**src/rtl/p_encoder_pkg.sv**
```systemverilog
// ---------------------------------------------------------------------------
// p_encoder_pkg
//   Shared constants and helpers for the p_encoder priority encoder.
//   - DEFAULT_WIDTH / DEFAULT_IDX_W : default request width and index width
//   - clog2_safe(n)                 : ceil(log2(n)), never less than 1, so a
//                                     2-request encoder still gets a 1-bit index
// ---------------------------------------------------------------------------
package p_encoder_pkg;

  localparam int DEFAULT_WIDTH = 8;
  localparam int DEFAULT_IDX_W = 3;

  function automatic int clog2_safe(input int n);
    int r;
    r = 0;
    while ((1 << r) < n) begin
      r = r + 1;
    end
    if (r < 1) begin
      r = 1;
    end
    return r;
  endfunction

endpackage : p_encoder_pkg

```
**src/rtl/p_encoder_core.sv**
```systemverilog
// ---------------------------------------------------------------------------
// p_encoder_core
//   Purely combinational priority scan over a request vector.
//   Ports:
//     a_i      [WIDTH-1:0]  request vector
//     idx_o    [IDX_W-1:0]  index of the winning bit (0 when nothing is set)
//     any_o                 1 when at least one request bit is set
//     onehot_o [WIDTH-1:0]  one-hot vector with only the winning bit set
//   MSB_FIRST = 1 : highest-numbered set bit wins
//   MSB_FIRST = 0 : lowest-numbered set bit wins
// ---------------------------------------------------------------------------
module p_encoder_core
  import p_encoder_pkg::*;
#(
  parameter int WIDTH     = DEFAULT_WIDTH,
  parameter int IDX_W     = clog2_safe(WIDTH),
  parameter bit MSB_FIRST = 1'b1
) (
  input  logic [WIDTH-1:0] a_i,
  output logic [IDX_W-1:0] idx_o,
  output logic             any_o,
  output logic [WIDTH-1:0] onehot_o
);

  // The scan visits bits from lowest to highest priority, so the last set
  // bit seen is the winner. Each bit is tested with an explicit if, so an
  // X/Z bit is treated as "not set" rather than relying on a full-case
  // decode. Only indices 0..WIDTH-1 can ever be written, so unused codes of
  // a non-power-of-two width are never produced.
  always_comb begin
    int j;
    idx_o    = '0;
    any_o    = 1'b0;
    onehot_o = '0;
    for (int i = 0; i < WIDTH; i++) begin
      j = MSB_FIRST ? i : (WIDTH - 1 - i);
      if (a_i[j] == 1'b1) begin
        idx_o       = IDX_W'(j);
        any_o       = 1'b1;
        onehot_o    = '0;
        onehot_o[j] = 1'b1;
      end
    end
  end

endmodule : p_encoder_core

```
**src/rtl/p_encoder.sv**
```systemverilog
// ---------------------------------------------------------------------------
// p_encoder
//   Priority encoder with a single registered output stage (latency 1).
//   There is no handshake and no enable: a new result is registered every
//   clock from the request vector sampled on that edge.
//   Ports:
//     clk    rising-edge clock
//     rst    synchronous active-high reset; clears all outputs, wins over a
//     a      [WIDTH-1:0] request vector
//     out    [IDX_W-1:0] registered winning index (qualify with valid)
//     valid  registered: sampled a had at least one bit set
//     grant  [WIDTH-1:0] registered one-hot of the winning bit
// ---------------------------------------------------------------------------
module p_encoder
  import p_encoder_pkg::*;
#(
  parameter int WIDTH     = DEFAULT_WIDTH,
  parameter int IDX_W     = clog2_safe(WIDTH),
  parameter bit MSB_FIRST = 1'b1
) (
  input  logic             clk,
  input  logic             rst,
  input  logic [WIDTH-1:0] a,
  output logic [IDX_W-1:0] out,
  output logic             valid,
  output logic [WIDTH-1:0] grant
);

  logic [IDX_W-1:0] out_d,   out_q;
  logic             valid_d, valid_q;
  logic [WIDTH-1:0] grant_d, grant_q;

  p_encoder_core #(
    .WIDTH     (WIDTH),
    .IDX_W     (IDX_W),
    .MSB_FIRST (MSB_FIRST)
  ) u_core (
    .a_i      (a),
    .idx_o    (out_d),
    .any_o    (valid_d),
    .onehot_o (grant_d)
  );

  always_ff @(posedge clk) begin
    if (rst) begin
      out_q   <= '0;
      valid_q <= 1'b0;
      grant_q <= '0;
    end else begin
      out_q   <= out_d;
      valid_q <= valid_d;
      grant_q <= grant_d;
    end
  end

  assign out   = out_q;
  assign valid = valid_q;
  assign grant = grant_q;

endmodule : p_encoder

```
**config.mk**
```make
export PLATFORM = sky130hd
export DESIGN_NAME = p_encoder
export DESIGN_NICKNAME = d
export VERILOG_FILES = /design/src/rtl/p_encoder_pkg.sv /design/src/rtl/p_encoder_core.sv /design/src/rtl/p_encoder.sv
export SDC_FILE = /design/constraint.sdc
export NUM_CORES = 1
export LEC_CHECK = 0
export BUFFER_PORTS_ARGS = -buffer_cell sky130_fd_sc_hd__buf_2
export CAP_MARGIN = 10
export CORE_AREA = 2 2 39 41
export DETAILED_ROUTE_END_ITERATION = 8
export DIE_AREA = 0 0 41 43
export MAX_ROUTING_LAYER = met4
export PLACE_DENSITY = 0.68
export SLEW_MARGIN = 20
export SYNTH_ARGS = -nofsm -noshare
export SYNTH_HDL_FRONTEND = slang
export SYNTH_SLANG_ARGS = --single-unit
```
**constraint.sdc**
```tcl
create_clock -name clk -period 1.88 [get_ports clk]
set_input_delay 0.47 -clock clk [delete_from_list [all_inputs] [get_ports clk]]
set_output_delay 0.47 -clock clk [all_outputs]
set_load 0.05 [all_outputs]
```
==> results of run 1 <==
==> sequential cells by signal, summed over array words and instances, names as in the netlist <==
| name | cells |
|---|---|
| valid | 1 |
| grant | 8 |
| out | 3 |
==> placed cells by master (no fill, tap or decap) <==
cell type	netlist	layout
nor4_1	3	3
nor3_1	1	1
nor3b_1	2	2
a211oi_1	1	1
buf_2	0	21
o211ai_1	1	1
nor2b_1	1	1
inv_1	4	4
o21ai_0	1	1
dfxtp_1	12	12
clkbuf_4	0	3
or4_4	1	1
buf_4	0	1
a21oi_1	2	2
a21o_1	1	1
nor2_1	5	5
nor4b_2	1	1
clkbuf_8	0	1
or3_4	1	1
==> per-stage QoR <==
step	power [µW]	setup WS, ps	cells	utilization [%]	area (µm²)
final	543	344	79	40.7	563
after global routing	566	319	79	40.7	563
after CTS	551	346	79	40.7	563
after detailed placement	349	59.6	75	38.1	527
after global placement	348	90.9	75	38.1	527
after floorplan	318	230	37	-	394
==> cell families (layout without fill, tap and decap cells) <==
kind of cell,Yosys count,after routing,synth area share [%]
AOI/OAI and AO/OA,6,6,9.52
buffers and inverters,4,30,3.81
DFF,12,12,61.0
and+or+nand+nor,15,15,25.7
==> cell type report <==
cell class,instances,area (µm²),share of cell area [%]
flip-flops and latches,12,240,42.7
well taps,16,20.0,3.56
repair buffers,22,113,20.0
inverters,4,15.0,2.67
multi-input cells,21,139,24.7
clock buffers,4,36.3,6.44
==> routing by layer <==
layer | share of wire (%) | up-vias | routed length (µm) | global-route usage (%)
met1 | 45 | 150 | 365 | 12.8
met5 | 0 | - | 0 | -
met3 | 6.4 | 2 | 52 | 1.57
met2 | 48 | 12 | 390 | 12.8
li1 | - | 184 | - | -
met4 | 0.98 | 0 | 8 | 10.0
==> worst paths after layout <==
| kind | to | depth (start not counted) | from |
|---|---|---|---|
| min | grant[0]$_SDFF_PP0_ | 2 | a[1] |
| max | grant[0]$_SDFF_PP0_ | 4 | a[5] |
==> power by group through the flow <==
stage          sequential (µW)  clock, µW  combinational, µW
4_1_cts                    265        208               78.2
5_1_grt                    266        217               83.4
3_5_place_dp               271          0               77.9
3_3_place_gp               271          0               77.6
6_report                   265        200               78.2
2_1_floorplan              304          0               13.4
==> results.sh, run 1 <==
export IMPL_gr_total_overflow=0
export IMPL_grt_pass1_vias=303
export IMPL_vias_per_cell=4.41
export IMPL_hp_class="in2reg"
export IMPL_diodes=0
export IMPL_finalWirelength_um=817
export IMPL_cp_arrival_ps=1720
export IMPL_layout_min_cycle_time_ps=1540
export IMPL_crit_family="simple AND/OR/NAND/NOR gates"
export IMPL_slew_headroom_pct=74.2
export IMPL_intPower_uw=403
export IMPL_cts_hold_buf=0
export IMPL_path_clk_slew_ps=70
export IMPL_startpoint_type="input pin"
export IMPL_drive_gt1_share_pct=46.0
export IMPL_core_um2=1380
export IMPL_dp_hpwl_um=633
export IMPL_swShare_pct=25.9
export IMPL_cts_resized=0
export IMPL_ys_seq_elements=12
export IMPL_fin_nets=74
export IMPL_crit_buf_inv=1
export IMPL_path_class="in2reg"
export IMPL_initial_utilization_pct=28.5
export IMPL_yosys_area_top_type="dfxtp_1"
export IMPL_rsz0062_at_grt="no"
export IMPL_route_antenna_remaining_nets=0
export IMPL_ys_warn_count=0
export IMPL_port_buffers=21
export IMPL_post_cts_buffers=0
export IMPL_die_height_um=43
export IMPL_cts_tree="yes"
export IMPL_cap_viol_max_count=0
export IMPL_wire_per_inst_um=10.3
export IMPL_period_share_pct=81.7
export IMPL_grt_total_usage_pct=10.1
export IMPL_cp_end_kind="flop"
export IMPL_synth_most_common_cell="dfxtp_1"
export IMPL_via_count=348
export IMPL_gp_congestion=0.828
export IMPL_drc=0
export IMPL_crit_fanout=4
export IMPL_max_vdd_ir_drop_uv=443
export IMPL_antenna_found_initial=0
export IMPL_cts_root_buf="clkbuf_4"
export IMPL_cts_buffers=3
export IMPL_synth_edf_count=0
export IMPL_pwr_share_clk_pct=36.9
export IMPL_setup_viol=0
export IMPL_combPwrFrac_pct=14.4
export IMPL_htreeDepth=1
export IMPL_required_ps=2060
export IMPL_drv_slew=0
export IMPL_grt_max_degree=9
export IMPL_tightest_slew_ps=383
export IMPL_synthTopCellsByCount="12 x dfxtp_1, 5 x nor2_1, 4 x inv_1, 3 x nor4_1"
export IMPL_die_area_um2=1760
export IMPL_drt_iter0_drc=3
export IMPL_avgSynthCellArea_um2=10.7
export IMPL_p_switching_uw=140
export IMPL_grt_pass1_wl_mm=1.15
export IMPL_synth_async_sr_flop_share_pct=0
export IMPL_drt_pass1_iterations=2
export IMPL_syn_area_um2=394
export IMPL_nFillCells=151
export IMPL_netlist_top_cells_area="dfxtp_1 61%, nor2_1 4.8%, nor4_1 4.8%, inv_1 3.8%, nor3b_1 3.8%"
export IMPL_synth_seq_area_share_pct=61.0
export IMPL_clk_path_buf_depth=2
export IMPL_crit_path_cell_trace="buf_2 > or4_4 > or3_4 > nor4b_2"
export IMPL_netlist_instances=37
export IMPL_setup_tns_ps=0
export IMPL_synthDistinctLibCells=15
export IMPL_leakage_uw=0.000279
export IMPL_crit_path_top_delay_cell="or4_4"
export IMPL_synth_ff_type="dfxtp_1"
export IMPL_die_w_um=41
export IMPL_power_density_nw_per_um2=965
export IMPL_p_seq_share_pct=48.8
export IMPL_holdWs_ps=400
export IMPL_rows=14
export IMPL_hold_viol_final=0
export IMPL_fmax_mhz=651
export IMPL_io_pins=22
export IMPL_syn_to_final_growth_pct=42.9
export IMPL_slowest_delay_ps=540
export IMPL_synth_top_cell_area_share_pct=61.0
export IMPL_cts_sinks=12
export IMPL_syn_num_nets=47
export IMPL_status="finished, final reports clean"
(Power assumes the default switching activity.)
==> run 2: changes to the inputs <==
==> constraint.sdc (replaced) <==
create_clock -name clk -period 1.47 [get_ports clk]
set_input_delay 0.3675 -clock clk [delete_from_list [all_inputs] [get_ports clk]]
set_output_delay 0.3675 -clock clk [all_outputs]
set_load 0.05 [all_outputs]
==> results.sh, run 2 (same netlist as run 1, synthesis figures left out) <==
export IMPL_die_area_um2=1760
export IMPL_htreeDepth=1
export IMPL_holdWs_ps=309
export IMPL_p_seq_share_pct=53.2
export IMPL_cp_arrival_ps=1600
export IMPL_drt_iter0_drc=6
export IMPL_cts_resized=0
export IMPL_largest_reg_flops=8
export IMPL_die_w_um=41
export IMPL_mostFrequentLayoutCells="21 x buf_2, 12 x dfxtp_1, 5 x nor2_1, 5 x buf_4, 4 x inv_1"
export IMPL_via_count=372
export IMPL_rsz0062_at_grt="no"
export IMPL_clk_path_buf_depth=2
export IMPL_hp_class="in2reg"
export IMPL_drv_slew=0
export IMPL_setup_slack_ps=50.9
export IMPL_die_height_um=43
export IMPL_layout_commonest_cell="buf_2"
export IMPL_fin_util_pct=41.9
export IMPL_cts_hold_buf=0
export IMPL_tightest_slew_ps=349
export IMPL_cp_end_kind="flop"
export IMPL_port_buffers=21
export IMPL_cts_buffers=3
export IMPL_hold_viol_final=0
export IMPL_period_share_pct=96.5
export IMPL_wire_per_inst_um=10.5
export IMPL_vias_per_cell=4.54
export IMPL_grt_pass1_wl_mm=1.35
export IMPL_required_ps=1650
export IMPL_diodes=0
export IMPL_finalWirelength_um=858
export IMPL_grt_max_degree=8
export IMPL_path_clk_slew_ps=70
export IMPL_leakage_uw=0.000290
export IMPL_status="finished, final reports clean"
export IMPL_post_place_ws_ps=-220
export IMPL_intPower_uw=465
export IMPL_fmax_mhz=705
export IMPL_p_switching_uw=172
export IMPL_gr_total_overflow=0
export IMPL_cts_tree="yes"
export IMPL_power_density_nw_per_um2=1100
export IMPL_layout_min_cycle_time_ps=1420
export IMPL_core_um2=1380
export IMPL_dp_hpwl_um=696
export IMPL_slew_headroom_pct=76.5
export IMPL_max_vdd_ir_drop_uv=371
export IMPL_io_pins=22
export IMPL_gp_congestion=0.793
export IMPL_initial_utilization_pct=28.5
export IMPL_grt_total_usage_pct=11.9
export IMPL_path_class="in2reg"
export IMPL_cts_sinks=12
export IMPL_fin_nets=78
export IMPL_cap_viol_max_count=0
export IMPL_post_cts_buffers=0
export IMPL_drc=0
export IMPL_pwr_share_clk_pct=29.9
export IMPL_finalPower_uw=637
export IMPL_cts_root_buf="clkbuf_4"
export IMPL_drive_gt1_share_pct=48.5
export IMPL_route_antenna_remaining_nets=0
export IMPL_drt_pass1_iterations=2
export IMPL_syn_to_final_growth_pct=47.0
export IMPL_antenna_found_initial=0
export IMPL_startpoint_type="input pin"
export IMPL_combPwrFrac_pct=16.9
export IMPL_crit_fanout=3
export IMPL_setup_viol=0
export IMPL_swShare_pct=27.0
export IMPL_setup_tns_ps=0
export IMPL_rows=14
export IMPL_grt_pass1_vias=343
## run 2: layout make-up
class	count	area (µm²)
sequential	12	240
timing repair buffer	26	143
inverter	4	15.0
fill	144	805
tap	16	20.0
multi-input combinational	21	139
clock buffer	3	22.5
## run 2: power groups by stage
stage	Clock (µW)	Sequential [µW]	Combinational (µW)
CTS	197	339	108
global placement	0	346	106
finish	190	339	108
floorplan	0	389	17.1
global route	216	340	115
detailed placement	0	347	108
## run 2: worst paths after layout
check / slack [ps] / end / start / depth (start not counted)
setup / recovery: 50 / grant[0]$_SDFF_PP0_ / a[5] / 4
hold / removal: 310 / grant[0]$_SDFF_PP0_ / a[1] / 2
## run 2: metal layers
metal / vias to the layer above / track usage [%] / part of all wire (%) / wire (µm)
li1: 189 / - / - / -
met1: 169 / 13.9 / 44 / 374
met2: 12 / 15.9 / 48 / 415
met3: 2 / 3.14 / 6.2 / 53
met4: 0 / 10.0 / 1.6 / 14
met5: - / - / 0 / 0
## run 2: metrics by stage
stage	cells	cell area [µm²]
2_1_floorplan	37	394
3_3_place_gp	79	557
3_5_place_dp	79	557
4_1_cts	82	579
5_1_grt	82	579
6_report	82	579
## run 2: critical path, cell delays in order
cell and delay, ps:
buf_2 100, or4_4 530, or3_4 360, nor4b_2 240
